### src/rtl/router_pkt_tx.sv
// router_pkt_tx: source end of the 1x3 router packet protocol.
// Takes a command (addr, len) and buffers len payload bytes. It then sends
// the header, the payload and the parity byte under router busy
// back-pressure, and finally samples router err for ERR_WAIT clocks.
// Build option: `define PARITY_CORRUPT_EN adds input `corrupt`, latched with
// the command; when it is set, the sent parity byte has bit 0 flipped.
// Handshakes: a transfer happens on a rising edge where valid && ready; the
// offering side keeps valid and data stable until that edge, and ready never
// depends combinationally on valid.
module router_pkt_tx #(
  parameter int MAX_LEN  = 63,
  parameter int ERR_WAIT = 3
) (
  input  logic       clk,
  input  logic       rst,
  input  logic       cmd_valid,
  output logic       cmd_ready,
  input  logic [1:0] cmd_addr,
  input  logic [5:0] cmd_len,
`ifdef PARITY_CORRUPT_EN
  input  logic       corrupt,
`endif
  input  logic       pl_valid,
  output logic       pl_ready,
  input  logic [7:0] pl_data,
  input  logic       busy,
  input  logic       err,
  output logic       pkt_valid,
  output logic [7:0] data_out,
  output logic       done,
  output logic       done_err,
  output logic       cmd_rej,
  output logic [2:0] fsm_state
);

  typedef enum logic [2:0] {
    S_IDLE    = 3'd0,
    S_LOAD    = 3'd1,
    S_HEADER  = 3'd2,
    S_PAYLOAD = 3'd3,
    S_PARITY  = 3'd4,
    S_ERR_CHK = 3'd5,
    S_DONE    = 3'd6
  } state_t;

  localparam logic [6:0] MAX_LEN_W = 7'(MAX_LEN);
  localparam logic [3:0] WAIT_LAST = 4'(ERR_WAIT - 1);

  state_t     state, state_nxt;
  logic [7:0] mem [MAX_LEN];
  logic [7:0] header_q, parity_q, parity_tx;
  logic [5:0] len_q, wptr, rptr, rptr_nxt;
  logic [3:0] wait_cnt;
  logic       sticky;
  logic       cmd_fire, cmd_bad, accept, pl_fire, last_load, last_pay, wait_last;
  logic       cmd_ready_d, pl_ready_d, pkt_valid_d, done_d, done_err_d, cmd_rej_d;
  logic [7:0] data_d;

  assign cmd_fire  = cmd_valid && cmd_ready;
  assign cmd_bad   = (cmd_addr == 2'd3) || (cmd_len == 6'd0) || ({1'b0, cmd_len} > MAX_LEN_W);
  assign accept    = (state == S_IDLE) && cmd_fire && !cmd_bad;
  assign pl_fire   = pl_valid && pl_ready;
  assign last_load = pl_fire && (wptr == len_q - 6'd1);
  assign last_pay  = (rptr == len_q - 6'd1);
  assign wait_last = (wait_cnt == WAIT_LAST);
  assign rptr_nxt  = ((state == S_PAYLOAD) && !busy) ? rptr + 6'd1 : rptr;
  assign fsm_state = state;

`ifdef PARITY_CORRUPT_EN
  logic corrupt_q;

  // Latch the corrupt request together with the command.
  always_ff @(posedge clk or posedge rst) begin
    if (rst)         corrupt_q <= 1'b0;
    else if (accept) corrupt_q <= corrupt;
  end

  assign parity_tx = parity_q ^ {7'd0, corrupt_q};
`else
  assign parity_tx = parity_q;
`endif

  // State register.
  always_ff @(posedge clk or posedge rst) begin
    if (rst) state <= S_IDLE;
    else     state <= state_nxt;
  end

  // Next-state logic; every byte on the router side waits for busy==0.
  always_comb begin
    state_nxt = state;
    case (state)
      S_IDLE:    if (accept)               state_nxt = S_LOAD;
      S_LOAD:    if (last_load)            state_nxt = S_HEADER;
      S_HEADER:  if (!busy)                state_nxt = S_PAYLOAD;
      S_PAYLOAD: if (!busy && last_pay)    state_nxt = S_PARITY;
      S_PARITY:  if (!busy)                state_nxt = S_ERR_CHK;
      S_ERR_CHK: if (wait_last)            state_nxt = S_DONE;
      S_DONE:                              state_nxt = S_IDLE;
      default:                             state_nxt = S_IDLE;
    endcase
  end

  // Output logic computed from the next state so the registered outputs line up with the state register.
  always_comb begin
    cmd_ready_d = (state_nxt == S_IDLE);
    pl_ready_d  = (state_nxt == S_LOAD);
    pkt_valid_d = (state_nxt == S_HEADER) || (state_nxt == S_PAYLOAD);
    done_d      = (state_nxt == S_DONE);
    done_err_d  = (state_nxt == S_DONE) && (sticky || err);
    cmd_rej_d   = (state == S_IDLE) && cmd_fire && cmd_bad;
    data_d      = 8'h00;
    case (state_nxt)
      S_HEADER:  data_d = header_q;
      S_PAYLOAD: data_d = mem[rptr_nxt];
      S_PARITY:  data_d = parity_tx;
      default:   data_d = 8'h00;
    endcase
  end

  // Output registers.
  always_ff @(posedge clk or posedge rst) begin
    if (rst) begin
      cmd_ready <= 1'b0;
      pl_ready  <= 1'b0;
      pkt_valid <= 1'b0;
      data_out  <= 8'h00;
      done      <= 1'b0;
      done_err  <= 1'b0;
      cmd_rej   <= 1'b0;
    end else begin
      cmd_ready <= cmd_ready_d;
      pl_ready  <= pl_ready_d;
      pkt_valid <= pkt_valid_d;
      data_out  <= data_d;
      done      <= done_d;
      done_err  <= done_err_d;
      cmd_rej   <= cmd_rej_d;
    end
  end

  // Datapath: header/parity capture, buffer pointers, err window counter and sticky flag.
  always_ff @(posedge clk or posedge rst) begin
    if (rst) begin
      header_q <= 8'h00;
      len_q    <= 6'd0;
      parity_q <= 8'h00;
      wptr     <= 6'd0;
      rptr     <= 6'd0;
      wait_cnt <= 4'd0;
      sticky   <= 1'b0;
    end else begin
      rptr <= rptr_nxt;
      if (accept) begin
        header_q <= {cmd_len, cmd_addr};
        len_q    <= cmd_len;
        parity_q <= {cmd_len, cmd_addr};
        wptr     <= 6'd0;
        rptr     <= 6'd0;
        wait_cnt <= 4'd0;
        sticky   <= 1'b0;
      end
      if ((state == S_LOAD) && pl_fire) begin
        wptr     <= wptr + 6'd1;
        parity_q <= parity_q ^ pl_data;
      end
      if (state == S_ERR_CHK) begin
        sticky   <= sticky | err;
        wait_cnt <= wait_cnt + 4'd1;
      end
    end
  end

  // Payload buffer write port.
  always_ff @(posedge clk) begin
    if ((state == S_LOAD) && pl_fire) mem[wptr] <= pl_data;
  end

endmodule

### config.mk
export PLATFORM = sky130hd
export DESIGN_NAME = router_pkt_tx
export DESIGN_NICKNAME = d
export VERILOG_FILES = /design/src/rtl/router_pkt_tx.sv
export SDC_FILE = /design/constraint.sdc
export NUM_CORES = 1
export LEC_CHECK = 0
export CAP_MARGIN = 40
export CORE_UTILIZATION = 35
export CTS_CLUSTER_SIZE = 8
export DETAILED_ROUTE_END_ITERATION = 12
export GPL_TIMING_DRIVEN = 0
export PLACE_DENSITY = 0.6
export SYNTH_ARGS = -nofsm -noshare
export SYNTH_HDL_FRONTEND = slang
export SYNTH_SLANG_ARGS = --single-unit
### constraint.sdc
create_clock -name clk -period 2.91 [get_ports clk]
set_input_delay 0.4365 -clock clk [delete_from_list [all_inputs] [get_ports clk]]
set_output_delay 0.4365 -clock clk [all_outputs]
set_load 0.02 [all_outputs]
### Yosys cells after proc, flatten, opt, wreduce, memory -nomap -nowiden

Memory sizes are Yosys's and may differ from the RTL's.
Cells that the tools add are included.

* flip-flop bits (word level): 56
* memory bits (writable): 504
* input bits: 22
* output and inout port bits: 17
* word-level logic and storage cells: 76
* memories kept: 1

Memories
* mem: depth 63, width 8, read ports 1, clocked after memory_dff 0, wr ports 1, line 50 `logic [7:0] mem [MAX_LEN];`

* add/subtract/negate cells: 4
* equal/unequal tests: 14
* multiplexer cells: 20
* bitwise operators: 2
* reduce and logical (&&, ||, !) cells: 20

Operator list (number)
* 6-bit two-way mux: 4
* 8-bit case mux with 3 select lines: 1
* 3-bit two-way mux: 6
* 3-bit case mux with 6 select lines: 1
* 8-bit two-way mux: 2
* 6-bit by 1-bit adder with 6-bit output, second input constant: 2
* 3-bit by 2-bit equality test with 1-bit output, second input constant: 4
* 3-bit equality test, second input constant: 4
* 6-bit equality test: 2
* 1-bit logical AND: 10
* 4-bit two-way mux: 2
* 8-bit XOR: 1
* 3-bit by 1-bit equality test with 1-bit output, second input constant: 2
* 3-bit logical NOT: 2
* 6-bit logical NOT: 1
* 6-bit by 1-bit subtractor with 6-bit output, second input constant: 1
* 4-bit by 1-bit adder with 4-bit output, second input constant: 1
* 4-bit by 2-bit equality test with 1-bit output, second input constant: 1
* 1-bit two-way mux: 4
* 2-bit nonzero test: 2
* 1-bit logical OR: 3
* 2-bit equality test, second input constant: 1
* 1-bit logical NOT: 2
* 1-bit OR: 1

### Logic depth before layout (Yosys ltp)

Gate-level depths: netlist of run 1.

* depth in word-level cells: 8
* depth in mapped cells: 13
* mapped depth without buffers: 9

### Worst setup path after synthesis of run 1

Ideal clock, no wire load.

* path kind: register -> register
* from: reg rptr[0]
* to: reg data_out[1]
* setup time: 0.138 ns
* arrival time: 2.975 ns
* required time: 2.772 ns
* path slack: -0.203 ns
* cell stages (with the launch flop): 13
* buffers on the path: 5
* period minus slack after synthesis: 3.113 ns
* cell sequence: dfrtp_1 -> ha_1 -> clkbuf_1 -> buf_2 -> buf_2 -> buf_1 -> buf_2 -> mux2i_1 -> nand2_1 -> a311oi_1 -> o32ai_1 -> a221oi_1 -> o211ai_1

* word-level cells in the longest chain between the ends: 6
* elaborated cells between the ends (all ways): 11
* those cells by class: add/sub: 1; eq/ne: 4; mux: 4; reduce/logical: 1; memory: 1

Ends and longest elaborated chain
* start: declaration: line 52 `logic [5:0] len_q, wptr, rptr, rptr_nxt;`
* start signal: assignment: line 153 `rptr <= rptr_nxt;`
* parallel branches: the longest is 5 deep, another holds memory read 63 x 8 bit
* 8-bit case mux with 3 select lines (*): line 113 `case (state_nxt)`
* via data_d[1]: line 57 `logic [7:0] data_d;`
* end signal: assignment: line 135 `data_out <= data_d;`
* end: declaration: line 29 `output logic [7:0] data_out,`

Mark *: on every way through the listed nets, which the timed path passes.
A chain may end at the register's enable or synchronous reset.

### Worst setup path in the final report of run 1

* from: reg rptr[0]
* to: reg data_out[6]

Same word-level chain as after synthesis.

==> results of run 1 <==
-- routing by layer --
metal / vias to the layer above / track usage
met5: - / 0
met4: 4 / 0.1445
met3: 374 / 0.06542
met2: 1512 / 0.4250
met1: 11071 / 0.3765
li1: 9023 / -
-- cell families after synthesis --
logic type      count (synthesis)
mux                           411
flops                         554
xor+xnor                       23
compound gates                444
buf+inv                       194
fa+ha+maj                       5
simple gates                  512
-- state kept, by name (all words and copies together), names as in the netlist --
name	flops
cmd_ready	1
sticky	1
done_err	1
wait_cnt	4
parity_q	8
rptr	6
header_q	8
pl_ready	1
done	1
mem	504
pkt_valid	1
cmd_rej	1
wptr	6
fsm_state	3
data_out	8
-- power breakdown --
part | leakage, uW | switching, uW | internal [uW]
combinational | 0.00582 | 10600 | 7490
clock | 0.00104 | 3370 | 4950
sequential | 0.00517 | 314 | 9030
total | 0.0120 | 14200 | 21500
-- layout make-up --
class | count | area (um2)
clock buffer | 88 | 2074
tap | 1050 | 1314
sequential | 554 | 16390
inverter | 17 | 66.31
timing repair buffer | 215 | 2057
buffer | 168 | 1813
clock inverter | 5 | 42.54
antenna | 1 | 2.502
fill | 6948 | 43310
multi-input combinational | 1395 | 12440
-- critical path: stages, from the launching register on --
cell and delay, ns:
dfrtp_2 0.46, buf_4 0.16, clkbuf_2 0.25, clkbuf_4 0.31
clkbuf_4 0.31, clkbuf_4 0.33, buf_8 0.20, nand2_2 0.19
a21oi_2 0.38, o221a_2 0.32, o211ai_1 0.11
-- timing repair --
item | CTS | global route
buffers inserted | 68 | 30
setup endpoints to repair | 358 | 303
gates resized for setup | 558 | 96
pin swaps | 53 | 26
-- final timing paths --
check,start,end,slack [ns],depth (start not counted)
setup / recovery,rptr[0]$_DFF_PP0_,data_out[6]$_DFF_PP0_,-0.28,10
hold / removal,rst,sticky$_DFFE_PP0P_,0.13,2
setup reg to reg,rptr[0]$_DFF_PP0_,data_out[6]$_DFF_PP0_,-0.28,10
hold reg to reg,header_q[1]$_DFFE_PP0P_,header_q[1]$_DFFE_PP0P_,0.49,2
max in group asynchronous,rst,rptr[2]$_DFF_PP0_,2.25,3
min in group clk,pl_data[4],mem[50][4]$_DFFE_PP_,0.27,1
-- cells in the final DEF, fill, tap and decap left out, types with 15 or more instances in the layout --
cell type / Yosys / layout
a21oi_1: 92 / 75
nor2_4: 0 / 20
nand3_1: 59 / 55
nor2b_1: 30 / 30
clkbuf_1: 87 / 19
nor2_2: 0 / 28
edfxtp_1: 504 / 504
o211ai_1: 25 / 25
buf_4: 3 / 143
clkbuf_2: 0 / 26
buf_8: 0 / 29
clkbuf_4: 0 / 22
mux4_2: 86 / 86
nand4_1: 15 / 15
clkbuf_16: 0 / 85
dfrtp_1: 50 / 43
nand2b_1: 32 / 32
buf_6: 2 / 38
mux2i_1: 297 / 290
clkdlybuf4s50_1: 0 / 29
nor3_1: 45 / 29
buf_12: 0 / 47
mux2_2: 28 / 28
nand2_1: 145 / 138
o221ai_1: 26 / 25
o21ai_0: 82 / 71
a211oi_2: 0 / 21
nor2_1: 123 / 75
a211oi_1: 71 / 43
-- through the flow --
step	util	TNS (ns)
after global routing	0.4553	-1.763
after CTS	0.4472	-1.356
after floorplan	-	-0.05278
after global placement	0.3775	-482.90
final	0.4553	-1.730
after detailed placement	0.3876	-133.46
==> out/qor.yml, run 1 <==
clock_network:
  htreeDepth: 3
  cts_tree: "done"
  cts_root_buf: "clkbuf_16"
  ctsHoldBuffers: 0
  clock_sink_count: 554
  clockBufferDepth: 3
  cts_buffers: 79
  cts.clk_slew.worst_paths_ns: 0.05
  clock_latency_ns: 0.63
timing:
  rsz0062_at_grt: "yes"
  setup_slack_ns: -0.2812
  finalCritPeriodShare: 1.097
  fmax_ghz: 0.3134
  maxSlewViolCount: 0
  worst_hold_slack_ns: 0.1308
  setup_viol: 8
  clock_skew_ns: 0.01645
  relSlewSlack: 0.3485
  post-route-min-period_ns: 3.191
  hold_viol: 0
  tightestPinTransition_ns: 0.9749
synth:
  yosys_register_bits: 554
  synth_edf_count: 504
  yosysTopAreaCellShare: 0.5352
  syn-cell-area_mm2: 0.02828
  synth_compound_area_frac: 0.1088
  yosys-top-cells-count: "504 x edfxtp_1, 297 x mux2i_1, 145 x nand2_1, 123 x nor2_1, 92 x a21oi_1"
  yosysMostFrequentCell: "edfxtp_1"
  synth_top_area_cell: "edfxtp_1"
  synthTopCellsByArea: "edfxtp_1 54%, mux2i_1 11%, mux4_2 6.8%"
  synth_cells: 2143
  synth_adder_area_share: 0.002212
  async_reset_ff_frac: 0.09025
  synthXorXnorAreaFrac: 0.007654
  ys_warn_count: 0
  yosysSeqAreaShare: 0.5794
  synth_ff_type: "edfxtp_1"
  synth.area.mux_share: 0.1848
  syn_avg_cell_area_um2: 13.20
  synth_fp_nets: 2170
  synth_simple_gate_area_frac: 0.08773
  synth_top_family_by_area: "multiplexers"
  synth_cell_types: 76
status:
  failed_checks: "negative setup slack"
  status: "complete, but fails checks"
global_route:
  grt-ovfl-total: 0
  antenna_found_initial: 4
  grt_max_degree: 65
  grt_pass1_vias: 21515
  grt_util_all_layers: 0.2810
  grt_pass1_wl_um: 161900
job:
  cap_violations: 0
power_and_ir_drop:
  power.total_uw: 35720
  power_leakage_uw: 0.01204
  ir_drop_mv: 0.4951
  power_density_mw_per_mm2: 986.7
setup_path:
  path_class: "reg2reg"
  cp-end-kind: "flop"
  start_kind: "flop"
  cp_max_fo: 10
  cp.arrival_ns: 3.67
  required_ns: 3.39
routing:
  dr_wl_met2_um: 50570
  wire_per_inst_um: 33.26
  drtIter0Drc: 3168
  drt-met1-wl_um: 45670
  viasPerCell: 6.294
  route.detailed.drc: 0
  dr.pass1.iters: 9
  wl_met3_um: 12580
  top_layer: "met5"
  wl_um: 116200
  ant_nets: 0
  vias: 21984
placement:
  place_hpwl_um: 83660
  gp_congestion: 1.061
  place_inst: 3309
  numPortBuffers: 38
  dpl_worst_slack_ns: -2.613
  dpl_cell_area_mm2: 0.03082
floorplan:
  die-area_mm2: 0.08194
  row_count: 103
  io_pins: 39
  die_w_um: 286.3
  die_y_um: 286.3
  core_mm2: 0.07952
  start_util: 0.3557
layout:
  finish.net_count: 2457
  syn_to_final_growth_pct: 28.01
  final_area_mm2: 0.03620
  drive_gt1_frac: 0.3133
  final_cells: 3493
worst_hold_path:
  hold_class: "in2async"
(Power assumes the default switching activity.)
==> inputs of run 2 (changes only) <==
--- a/config.mk
+++ b/config.mk
@@ -9,6 +9,7 @@
 export CORE_UTILIZATION = 35
 export CTS_CLUSTER_SIZE = 8
 export DETAILED_ROUTE_END_ITERATION = 12
+export DONT_BUFFER_PORTS = 1
 export GPL_TIMING_DRIVEN = 0
 export PLACE_DENSITY = 0.6
 export SYNTH_ARGS = -nofsm -noshare
==> out/qor.yml, run 2 (synthesis results as in run 1) <==
setup_path:
  required_ns: 3.38  # about the same
  cp.arrival_ns: 3.76  # +0.09 ns
  cp-end-kind: "flop"
  cp_max_fo: 10  # unchanged
  path_class: "reg2reg"
  start_kind: "flop"
layout:
  largest_register_ffs: 504  # unchanged
  finish.net_count: 2479  # +0.90%
  regMostFlops: "mem"
  layout_commonest_cell: "edfxtp_1"
  drive_gt1_frac: 0.3351  # +0.02182
  final_util: 0.4629  # +0.007631
  fillers: 6921  # -0.39%
  mostFrequentLayoutCells: "504 x edfxtp_1, 287 x mux2i_1, 168 x buf_4"
  syn_to_final_growth_pct: 30.16
  diodes: 0  # -1
power_and_ir_drop:
  power_density_mw_per_mm2: 992.6  # +0.60%
  ir_drop_mv: 0.5510  # +11%
  power.total_uw: 36540  # +2.3%
  power_leakage_uw: 0.01232  # +2.4%
clock_network:
  cts.clk_slew.worst_paths_ns: 0.06  # about the same
  clock_latency_ns: 0.64  # about the same
  clockBufferDepth: 3  # unchanged
  cts_tree: "done"
  cts_root_buf: "clkbuf_16"
  htreeDepth: 3  # unchanged
  cts_buffers: 80  # +1.3%
  clock_sink_count: 554  # unchanged
timing:
  setup_viol: 8  # unchanged
  finalCritPeriodShare: 1.129  # +0.03221
  tightestPinTransition_ns: 1.107  # +0.1325 ns
  relSlewSlack: 0.2600  # -0.08853
  setup_slack_ns: -0.3749  # -0.09373 ns
  maxSlewViolCount: 0  # unchanged
  hold_viol: 0  # unchanged
  post-route-min-period_ns: 3.285  # +0.09373 ns
  fmax_ghz: 0.3044  # -2.9%
  clock_skew_ns: 0.03244  # +0.01599 ns
  rsz0062_at_grt: "yes"
routing:
  dr.pass1.iters: 6  # -3
  vias: 22193  # +0.95%
  viasPerCell: 6.303  # +0.15%
  wire_per_inst_um: 34.52  # +3.8%
  ant_nets: 0  # unchanged
  wl_um: 121500  # +4.6%
  route.detailed.drc: 0  # unchanged
  drtIter0Drc: 3072  # -3.0%
floorplan:
  die_y_um: 286.3  # unchanged
  row_count: 103  # unchanged
  die-area_mm2: 0.08194  # unchanged
  die_w_um: 286.3  # unchanged
  core_mm2: 0.07952  # unchanged
  io_pins: 39  # unchanged
  start_util: 0.3557  # unchanged
global_route:
  grt_util_all_layers: 0.2942  # +0.01321
  grt-ovfl-total: 0  # unchanged
  grt_max_degree: 65  # unchanged
  grt_pass1_vias: 21730  # +1.0%
  antenna_found_initial: 5  # +1
  grt_pass1_wl_um: 167800  # +3.6%
placement:
  numPortBuffers: 0  # -100%
  gp_congestion: 1.029  # -2.9%
  dpl_worst_slack_ns: -2.189  # +0.4241 ns
  place_hpwl_um: 84480  # +0.97%
worst_hold_path:
  hold_class: "in2reg"
status:
  status: "complete, but fails checks"
  failed_checks: "negative setup slack"
job:
  cap_violations: 0  # unchanged
run 2: cell count changes in the layout (fill, tap and decap cells not counted), sizes merged, moves of 2 or more:
cell / delta
inv: -2
buf: +38
clkinvlp: +4
dlygate4sd3: +16
clkdlybuf4s50: -29
run 2: per-stage QoR:
stage	std cells	instance area (um2)	setup TNS, ns	hold WS (ns)
final	3521	36810	-2.185	0.04307
after global routing	3521	36810	-2.185	0.08094
after CTS	3477	35790	-2.450	0.01021
after detailed placement	3280	30470	-180.44	0.3851
after global placement	3193	29630	-323.07	0.4595
after floorplan	2143	28320	-0.05278	0.4455
run 2: worst paths after layout:
| kind | start | end | slack, ns | cells past startpoint |
|---|---|---|---|---|
| max in group asynchronous | rst | rptr[2]$_DFF_PP0_ | 2.05 | 3 |
| max reg2reg | rptr[0]$_DFF_PP0_ | data_out[5]$_DFF_PP0_ | -0.37 | 10 |
| min | pl_data[6] | parity_q[6]$_DFFE_PP0P_ | 0.04 | 2 |
| min in group asynchronous | rst | wptr[4]$_DFFE_PP0P_ | 0.30 | 2 |
| max | rptr[0]$_DFF_PP0_ | data_out[5]$_DFF_PP0_ | -0.37 | 10 |
| min reg2reg | sticky$_DFFE_PP0P_ | done_err$_DFF_PP0_ | 0.48 | 1 |
run 2: layer usage:
layer | vias up | wire length [um] | global-route usage
met1 | 11221 | 46680 | 0.3835
met5 | - | 59 | 0
li1 | 9072 | - | -
met2 | 1544 | 53160 | 0.4405
met3 | 348 | 14490 | 0.08649
met4 | 8 | 7143 | 0.1587
run 2: final cells by class:
class | count | area (um2) | share of cell area
clock buffer | 93 | 2093 | 0.05687
multi-input combinational | 1395 | 12660 | 0.3440
clock inverter | 8 | 120.1 | 0.003263
buffer | 169 | 1812 | 0.04922
timing repair buffer | 235 | 2331 | 0.06332
tap | 1050 | 1314 | 0.03569
sequential | 554 | 16400 | 0.4454
inverter | 17 | 81.33 | 0.002209
run 2: critical path, stage by stage (launching register included):
cell	delay, ns
dfrtp_2	0.46
clkbuf_2	0.25
clkbuf_2	0.30
clkbuf_2	0.38
clkbuf_2	0.30
buf_8	0.20
a311oi_2	0.35
buf_4	0.22
o32ai_4	0.11
a221oi_2	0.33
o211ai_1	0.17
run 2: power breakdown:
group	total (uW)	internal [uW]	switching (uW)
Clock	8600	5110	3500
Sequential	9520	9030	487
Combinational	18400	7710	10700
Total	36500	21800	14700
run 2: what timing repair did:
action	CTS	global route
hold endpoints to repair	542	0
hold buffers	24	0
buffers inserted	77	41
cloned	2	0
gates resized for setup	555	153
endpoints found under the setup margin	423	265
pin swaps	56	67
